--- src/rtl/wb_ddr_arbiter_if.sv ---
// -----------------------------------------------------------------------------
// wb_ddr_arbiter_if
// Wishbone classic bus bundle used on every port of wb_ddr_arbiter.
//   master modport : drives cyc/stb/we/sel/adr/dat_w, receives dat_r/ack/err
//   slave  modport : receives cyc/stb/we/sel/adr/dat_w, drives dat_r/ack/err
// Parameter adr_width sets the address bus width.
// -----------------------------------------------------------------------------
interface wb_ddr_arbiter_if #(
   parameter int adr_width = 32
) ();
   logic                 cyc;
   logic                 stb;
   logic                 we;
   logic [3:0]           sel;
   logic [adr_width-1:0] adr;
   logic [31:0]          dat_w;
   logic [31:0]          dat_r;
   logic                 ack;
   logic                 err;

   modport master (
      output cyc, stb, we, sel, adr, dat_w,
      input  dat_r, ack, err
   );

   modport slave (
      input  cyc, stb, we, sel, adr, dat_w,
      output dat_r, ack, err
   );
endinterface

--- src/rtl/wb_ddr_arbiter.sv ---
// -----------------------------------------------------------------------------
// wb_ddr_arbiter
// Two-master Wishbone arbiter sharing the DDR controller slave port between the
// LM32 instruction bus (m0) and data bus (m1). One owner at a time, round-robin
// on contention, grant held for the whole CYC of the owner.
//
// Ports
//   clk    in  system clock, all logic on posedge
//   reset  in  synchronous, active-high
//   m0     wb_ddr_arbiter_if.slave   LM32 I-bus
//   m1     wb_ddr_arbiter_if.slave   LM32 D-bus
//   s      wb_ddr_arbiter_if.master  DDR controller port
//
// Parameters
//   adr_width  address width on all ports
//   timeout    stalled cycles before the watchdog forces an error
//
// Build option
//   WB_ARB_TIMEOUT_EN  when defined, a slave stall of timeout cycles ends the
//                      owner's cycle with a one-cycle err and drops the grant.
//                      When undefined a hung slave keeps the grant forever.
// -----------------------------------------------------------------------------
module wb_ddr_arbiter #(
   parameter int adr_width = 32,
   parameter int timeout   = 64
) (
   input  logic             clk,
   input  logic             reset,
   wb_ddr_arbiter_if.slave  m0,
   wb_ddr_arbiter_if.slave  m1,
   wb_ddr_arbiter_if.master s
);

   typedef enum logic [1:0] {
      ST_IDLE = 2'd0,
      ST_GNT0 = 2'd1,
      ST_GNT1 = 2'd2
   } state_t;

   state_t                r_state;
   state_t                w_state_nxt;
   logic                  r_last_gnt;
   logic                  w_last_gnt_nxt;
   logic                  w_to;

   logic                  w_cyc;
   logic                  w_stb;
   logic                  w_we;
   logic [3:0]            w_sel;
   logic [adr_width-1:0]  w_adr;
   logic [31:0]           w_dat_w;
   logic                  w_ack0;
   logic                  w_err0;
   logic                  w_ack1;
   logic                  w_err1;

   // A watchdog threshold below 2 cannot represent a counted stall.
   if (timeout < 2) begin : g_timeout_check
      $error("wb_ddr_arbiter: timeout must be at least 2");
   end

   always_ff @(posedge clk) begin
      if (reset) begin
         r_state    <= ST_IDLE;
         r_last_gnt <= 1'b1;   // m0 wins the first contention
      end else begin
         r_state    <= w_state_nxt;
         r_last_gnt <= w_last_gnt_nxt;
      end
   end

   always_comb begin
      w_state_nxt    = r_state;
      w_last_gnt_nxt = r_last_gnt;
      case (r_state)
         ST_IDLE: begin
            if (m0.cyc && !m1.cyc)      w_state_nxt = ST_GNT0;
            else if (m1.cyc && !m0.cyc) w_state_nxt = ST_GNT1;
            else if (m0.cyc && m1.cyc)  w_state_nxt = r_last_gnt ? ST_GNT0 : ST_GNT1;
         end
         // Release always passes through IDLE, giving one dead cycle between owners.
         ST_GNT0: begin
            if (!m0.cyc || w_to) begin
               w_state_nxt    = ST_IDLE;
               w_last_gnt_nxt = 1'b0;
            end
         end
         ST_GNT1: begin
            if (!m1.cyc || w_to) begin
               w_state_nxt    = ST_IDLE;
               w_last_gnt_nxt = 1'b1;
            end
         end
         default: w_state_nxt = ST_IDLE;
      endcase
   end

   // Bus mux is purely combinational from the state, so the data phase adds no latency.
   always_comb begin
      w_cyc   = 1'b0;
      w_stb   = 1'b0;
      w_we    = 1'b0;
      w_sel   = '0;
      w_adr   = '0;
      w_dat_w = '0;
      w_ack0  = 1'b0;
      w_err0  = 1'b0;
      w_ack1  = 1'b0;
      w_err1  = 1'b0;
      case (r_state)
         ST_GNT0: begin
            w_cyc   = m0.cyc & ~w_to;
            w_stb   = m0.stb & ~w_to;
            w_we    = m0.we;
            w_sel   = m0.sel;
            w_adr   = m0.adr;
            w_dat_w = m0.dat_w;
            w_ack0  = s.ack;
            w_err0  = s.err | w_to;
         end
         ST_GNT1: begin
            w_cyc   = m1.cyc & ~w_to;
            w_stb   = m1.stb & ~w_to;
            w_we    = m1.we;
            w_sel   = m1.sel;
            w_adr   = m1.adr;
            w_dat_w = m1.dat_w;
            w_ack1  = s.ack;
            w_err1  = s.err | w_to;
         end
         default: ;
      endcase
   end

`ifdef WB_ARB_TIMEOUT_EN
   localparam int               CNT_W   = $clog2(timeout) + 1;
   localparam logic [CNT_W-1:0] TO_LAST = CNT_W'(timeout - 1);

   logic [CNT_W-1:0] r_cnt;

   // Counts cycles the owner's strobe has gone unanswered.
   always_ff @(posedge clk) begin
      if (reset) begin
         r_cnt <= '0;
      end else if (r_state == ST_IDLE || s.ack || s.err || w_to) begin
         r_cnt <= '0;
      end else if (w_cyc && w_stb) begin
         r_cnt <= r_cnt + CNT_W'(1);
      end
   end

   assign w_to = (r_state != ST_IDLE) && (r_cnt == TO_LAST);
`else
   assign w_to = 1'b0;
`endif

   assign s.cyc    = w_cyc;
   assign s.stb    = w_stb;
   assign s.we     = w_we;
   assign s.sel    = w_sel;
   assign s.adr    = w_adr;
   assign s.dat_w  = w_dat_w;

   // Read data is broadcast; each master qualifies it with its own ack.
   assign m0.dat_r = s.dat_r;
   assign m1.dat_r = s.dat_r;
   assign m0.ack   = w_ack0;
   assign m0.err   = w_err0;
   assign m1.ack   = w_ack1;
   assign m1.err   = w_err1;

endmodule
--- src/flat_wrapper.sv ---
// flat-port wrapper written by rule: the top's interface ports become plain ports
module wb_ddr_arbiter_flat 
#(
   parameter int adr_width = 32,
   parameter int timeout   = 64
)
  (clk, reset, m0_cyc, m0_stb, m0_we, m0_sel, m0_adr, m0_dat_w, m0_dat_r, m0_ack, m0_err, m1_cyc, m1_stb, m1_we, m1_sel, m1_adr, m1_dat_w, m1_dat_r, m1_ack, m1_err, s_cyc, s_stb, s_we, s_sel, s_adr, s_dat_w, s_dat_r, s_ack, s_err);
  wb_ddr_arbiter_if #(.adr_width(adr_width)) m0_i ();
  wb_ddr_arbiter_if #(.adr_width(adr_width)) m1_i ();
  wb_ddr_arbiter_if #(.adr_width(adr_width)) s_i ();
  input  logic clk;
  input  logic reset;
  input wire logic [$bits(m0_i.cyc)-1:0] m0_cyc;
  input wire logic [$bits(m0_i.stb)-1:0] m0_stb;
  input wire logic [$bits(m0_i.we)-1:0] m0_we;
  input wire logic [$bits(m0_i.sel)-1:0] m0_sel;
  input wire logic [$bits(m0_i.adr)-1:0] m0_adr;
  input wire logic [$bits(m0_i.dat_w)-1:0] m0_dat_w;
  output wire logic [$bits(m0_i.dat_r)-1:0] m0_dat_r;
  output wire logic [$bits(m0_i.ack)-1:0] m0_ack;
  output wire logic [$bits(m0_i.err)-1:0] m0_err;
  input wire logic [$bits(m1_i.cyc)-1:0] m1_cyc;
  input wire logic [$bits(m1_i.stb)-1:0] m1_stb;
  input wire logic [$bits(m1_i.we)-1:0] m1_we;
  input wire logic [$bits(m1_i.sel)-1:0] m1_sel;
  input wire logic [$bits(m1_i.adr)-1:0] m1_adr;
  input wire logic [$bits(m1_i.dat_w)-1:0] m1_dat_w;
  output wire logic [$bits(m1_i.dat_r)-1:0] m1_dat_r;
  output wire logic [$bits(m1_i.ack)-1:0] m1_ack;
  output wire logic [$bits(m1_i.err)-1:0] m1_err;
  output wire logic [$bits(s_i.cyc)-1:0] s_cyc;
  output wire logic [$bits(s_i.stb)-1:0] s_stb;
  output wire logic [$bits(s_i.we)-1:0] s_we;
  output wire logic [$bits(s_i.sel)-1:0] s_sel;
  output wire logic [$bits(s_i.adr)-1:0] s_adr;
  output wire logic [$bits(s_i.dat_w)-1:0] s_dat_w;
  input wire logic [$bits(s_i.dat_r)-1:0] s_dat_r;
  input wire logic [$bits(s_i.ack)-1:0] s_ack;
  input wire logic [$bits(s_i.err)-1:0] s_err;
  assign m0_i.cyc = m0_cyc;
  assign m0_i.stb = m0_stb;
  assign m0_i.we = m0_we;
  assign m0_i.sel = m0_sel;
  assign m0_i.adr = m0_adr;
  assign m0_i.dat_w = m0_dat_w;
  assign m0_dat_r = m0_i.dat_r;
  assign m0_ack = m0_i.ack;
  assign m0_err = m0_i.err;
  assign m1_i.cyc = m1_cyc;
  assign m1_i.stb = m1_stb;
  assign m1_i.we = m1_we;
  assign m1_i.sel = m1_sel;
  assign m1_i.adr = m1_adr;
  assign m1_i.dat_w = m1_dat_w;
  assign m1_dat_r = m1_i.dat_r;
  assign m1_ack = m1_i.ack;
  assign m1_err = m1_i.err;
  assign s_cyc = s_i.cyc;
  assign s_stb = s_i.stb;
  assign s_we = s_i.we;
  assign s_sel = s_i.sel;
  assign s_adr = s_i.adr;
  assign s_dat_w = s_i.dat_w;
  assign s_i.dat_r = s_dat_r;
  assign s_i.ack = s_ack;
  assign s_i.err = s_err;
  wb_ddr_arbiter #(.adr_width(adr_width), .timeout(timeout)) u_core (.clk(clk), .reset(reset), .m0(m0_i), .m1(m1_i), .s(s_i));
endmodule
--- config.mk ---
export PLATFORM = sky130hd
export DESIGN_NAME = wb_ddr_arbiter_flat
export DESIGN_NICKNAME = d
export VERILOG_FILES = /design/src/rtl/wb_ddr_arbiter_if.sv /design/src/rtl/wb_ddr_arbiter.sv /design/src/flat_wrapper.sv
export SDC_FILE = /design/constraint.sdc
export NUM_CORES = 1
export LEC_CHECK = 0
export CAP_MARGIN = 10
export CORE_AREA = 2 2 123 125
export DETAILED_ROUTE_END_ITERATION = 12
export DIE_AREA = 0 0 125 127
export DONT_BUFFER_PORTS = 1
export PLACE_DENSITY_LB_ADDON = 0.05
export SLEW_MARGIN = 20
export SYNTH_ARGS = -nofsm -noshare
export SYNTH_HDL_FRONTEND = slang
export SYNTH_SLANG_ARGS = --single-unit
--- constraint.sdc ---
create_clock -name clk -period 2.45 [get_ports clk]
set_input_delay 0.49 -clock clk [delete_from_list [all_inputs] [get_ports clk]]
set_output_delay 0.49 -clock clk [all_outputs]
set_load 0.02 [all_outputs]
=== After elaboration in Yosys (flattened, before gate mapping) ===
Index checks and enable logic that the tools add are counted.

* Register bits: 3
* Input bits: 178
* Output and inout port bits: 139
* Logic and storage cells: 36

* Muxes and demuxes: 20
* Equality and inequality tests: 5
* Reductions and logical operators: 9

{| class="wikitable"
|+ Operators with widths
! operator !! number
|-
| $pmux 32 s2 || 2
|-
| $mux 2 || 6
|-
| $pmux 1 s2 || 4
|-
| $pmux 4 s2 || 1
|-
| $mux 1 || 6
|-
| $pmux 2 s3 || 1
|-
| $reduce_and 3->1 || 2
|-
| $ne 2x2->1 const B || 2
|-
| $ne 4x1->1 const B || 1
|-
| $logic_and 1x1->1 || 3
|-
| $eq 2x1->1 const B || 1
|-
| $eq 2x2->1 const B || 1
|-
| $logic_not 1->1 || 2
|-
| $logic_not 2->1 || 1
|-
| $reduce_bool 2->1 || 1
|}

=== Logic depth before layout (Yosys ltp) ===
* Depth in word-level cells: 5
* Depth in mapped cells: 6
* Mapped depth without buffers: 5

=== Worst setup path after synthesis ===
OpenSTA, ideal clock, no wires.

* Kind: register to output
* Start point: register u_core.r_state[1]
* End point: output s_adr[0]
* Arrival time: 1327 ps
* Path buffers: 1
* Data required time: 1960 ps
* Cell stages (with the launch flop): 5
* Setup slack: 633 ps
* Cells stage by stage: dfxtp_1 inv_1 ha_1 clkbuf_1 nor2b_1

* Cells in the longest elaborated chain, start to end: 2
* Elaborated cells between the ends (all ways): 3
* Those cells by class: 2 x eq/ne; 1 x mux

{| class="wikitable"
|+ RTL lines
! what !! RTL line !! text
|-
| start, declared || wb_ddr_arbiter.sv:40 || <nowiki>state_t r_state;</nowiki>
|-
| start signal, assigned || wb_ddr_arbiter.sv:67 || <nowiki>r_state <= w_state_nxt;</nowiki>
|-
| $eq 2x2->1 / $eq 2x1->1 (equally long branches) || wb_ddr_arbiter.sv:110 || <nowiki>case (r_state)</nowiki>
|-
| $pmux 32 s2 (*) || wb_ddr_arbiter.sv:110 ||
|-
| end, declared || flat_wrapper.sv:35 || <nowiki>output wire logic [$bits(s_i.adr)-1:0] s_adr;</nowiki>
|}

Every way passes the cells marked *; elsewhere a longest branch is shown, timed or not.

=== Worst setup path after layout ===
* Start point: register u_core.r_state[1]
* End point: output s_dat_w[19]

* Cells in the longest elaborated chain, start to end: 2
* Elaborated cells between the ends (all ways): 3
* Those cells by class: 2 x eq/ne; 1 x mux

{| class="wikitable"
|+ RTL lines
! what !! RTL line !! text
|-
| $eq 2x2->1 / $eq 2x1->1 (equally long branches) || wb_ddr_arbiter.sv:110 ||
|-
| $pmux 32 s2 (*) || wb_ddr_arbiter.sv:110 ||
|-
| end, declared || flat_wrapper.sv:36 || <nowiki>output wire logic [$bits(s_i.dat_w)-1:0] s_dat_w;</nowiki>
|}

Marks and branches as above.

==> results.sh <==
export IMPL_status="complete, no violations"
export IMPL_min_from="reset"
export IMPL_yosysWarnings=0
export IMPL_grt_pass1_vias=1824
export IMPL_worst_r2r_setup_slack_ns=0.83
export IMPL_power_leakage_uw=0.0008092
export IMPL_netlist_area_leader_share_pct=28.11
export IMPL_route_detailed_drc=0
export IMPL_clock_sinks=3
export IMPL_dr_total_vias=1775
export IMPL_postCtsSetupBuffers=0
export IMPL_post_cts_resize_count=0
export IMPL_cap_violations=0
export IMPL_cts_buffers=3
export IMPL_area_delta_synth_final_pct=18.27
export IMPL_grt_antenna_before_repair=0
export IMPL_avgRoutedWirePerCell_um=15.71
export IMPL_end_kind="output pin"
export IMPL_yosysMostFrequentCell="nor2b_1"
export IMPL_reg2regPathDepth=6
export IMPL_ys_seq_elements=3
export IMPL_viasPerCell=4.053
export IMPL_ios=317
export IMPL_placed_cells=434
export IMPL_finalClockSkew_ns=0.001648
export IMPL_grt_pass1_wl_mm=9.494
export IMPL_hp_class="in2reg"
export IMPL_detail_route_antenna_nets=0
export IMPL_drive_above_1_share_pct=33.46
export IMPL_h_tree_depth=1
export IMPL_fin_nets=440
export IMPL_drv_slew=0
export IMPL_path_class="reg2out"
export IMPL_ir_drop_uv=405.8
export IMPL_synth_flop_cell="dfxtp_1"
export IMPL_grt_usage_pct=7.506
export IMPL_ys_seq_area_share_pct=3.213
export IMPL_r2r_start="u_core.r_state[1]"
export IMPL_hpwlAfterDp_mm=5.434
export IMPL_synthCells=261
export IMPL_cts_tree="done"
export IMPL_start_kind="flop"
export IMPL_tightest_slew_ns=0.3908
export IMPL_syn_area_um2=1869
export IMPL_hold_slack_ns=0.3761
export IMPL_drt_iter0_markers=42
export IMPL_critPathArrivalTime_ns=1.77
export IMPL_totalWireLength_mm=6.883
export IMPL_die_h_um=127
export IMPL_slew_headroom_pct=73.94
export IMPL_ys_types=21
export IMPL_clk_pin_slew_ns=0.03
export IMPL_drtPass1Iterations=4
export IMPL_n_antenna_cell=0
export IMPL_grt_remaining_overflow=0
export IMPL_synthTopCellsByArea="a22oi_1 28%, buf_4 26%, nor2b_1 24%, ha_1 4.7%, buf_2 3.7%"
export IMPL_rows=44
export IMPL_finalNonFillerCells=438
export IMPL_dieArea_um2=15880
export IMPL_p_per_area_nw_per_um2=1033
export IMPL_min_to="u_core.r_state[0]"
export IMPL_root_buffer="clkbuf_16"
export IMPL_grt_max_degree=75
export IMPL_final_hold_violation_count=0
export IMPL_yosysTopAreaCell="a22oi_1"
export IMPL_holdBufCountCts=0
export IMPL_yosys_top_cells_count="71 x nor2b_1, 70 x a22oi_1, 65 x buf_4"
export IMPL_core_um2=14420
export IMPL_fmax_mhz=442.5
export IMPL_setup_tns_ns=0
export IMPL_setup_viol=0
export IMPL_syn_num_nets=446
export IMPL_reg2reg_to="u_core.r_state[1]"
export IMPL_rsz0062_at_grt="no"
export IMPL_cts_buffer_depth=2
export IMPL_worstPathMaxFanout=29
export IMPL_period_share_pct=92.24
export IMPL_cp_required_ns=1.96
export IMPL_chipWidth_um=125
export IMPL_worstHoldPathCells=1
export IMPL_io_buffers=0
export IMPL_async_reset_ff_share_pct=0
export IMPL_start_util_pct=12.96
export IMPL_gp_congestion=0.6748
export IMPL_synth_edff_count=0
export IMPL_avgSynthCellArea_um2=7.162
export IMPL_clkLatencyLatePin_ns=0.22
export IMPL_finalCriticalPeriod_ns=2.260
## cell type report
| type | count | area (um^2) |
|---|---|---|
| fillers | 1663 | 12210 |
| multi-input cells | 165 | 1199 |
| clock buffers | 4 | 78.83 |
| repair buffers | 76 | 620.6 |
| inverters | 6 | 22.52 |
| well taps | 184 | 230.2 |
| flip-flops and latches | 3 | 60.06 |
## cells in the final DEF, fill, tap and decap left out
master,count
buf_12,4
a211o_1,1
a22oi_1,70
a21oi_1,1
nand2_2,1
nor2_1,3
ha_1,4
a211oi_1,1
clkbuf_1,1
dfxtp_1,3
o21ai_0,1
and2_1,4
a22oi_4,1
nor2b_1,71
mux2i_1,1
a41o_1,1
o41ai_2,1
inv_1,6
buf_4,72
ha_2,3
clkbuf_16,3
nand3b_1,1
## critical path, stage by stage (launching register included)
cell and delay (ns):
dfxtp_1 0.34, inv_1 0.09, ha_2 0.58, buf_12 0.21, nor2b_1 0.16, buf_4 0.16
## cell families after synthesis
| kind of cell | after synthesis | share of synthesized area (%) |
|---|---|---|
| adders and majority gates | 7 | 4.685 |
| AOI/OAI and AO/OA | 77 | 32.06 |
| DFF | 3 | 3.213 |
| buffers and inverters | 93 | 33.07 |
| and+or+nand+nor | 80 | 26.44 |
| muxes | 1 | 0.5355 |
## through the flow
step                worst slack [ns]  total power, uW  utilization (%)  cell area (um^2)
floorplan                     0.6330             1571                -              1869
global placement              0.3951             2101            14.78              2132
detailed placement            0.3923             2069            14.78              2132
CTS                           0.1476             2334            15.33              2211
global route                 0.03365             2482            15.33              2211
finish                        0.1902             2283            15.33              2211
## where the power goes
part	total [uW]	internal (uW)	switching, uW
clock network	256	215	42.0
registers	80.5	69.6	10.9
logic	1950	877	1070
## per-layer routing
metal / vias up / track usage (%) / wire [um]
li1: 834 / - / -
met1: 808 / 6.088 / 1939
met2: 104 / 17.14 / 4222
met3: 29 / 0.7956 / 482
met4: 0 / 3.529 / 239
met5: - / 0 / 0
## worst max-delay path by stage
stage / depth (start not counted) / slack (ns) / startpoint / endpoint
finish: 5 / 0.19 / u_core.r_state[1] / s_dat_w[19]
global route: 5 / 0.03 / u_core.r_state[0] / s_sel[0]
CTS: 5 / 0.15 / u_core.r_state[1] / s_dat_w[13]
detailed placement: 5 / 0.39 / u_core.r_state[1] / s_dat_w[13]
global placement: 5 / 0.40 / u_core.r_state[1] / s_adr[3]
floorplan: 4 / 0.63 / u_core.r_state[1] / s_adr[0]
## flip-flops by register name, summed over array words and instances, names as in the netlist
name	cells
u_core.r_last_gnt	1
u_core.r_state	2
(Power assumes the default switching activity.)
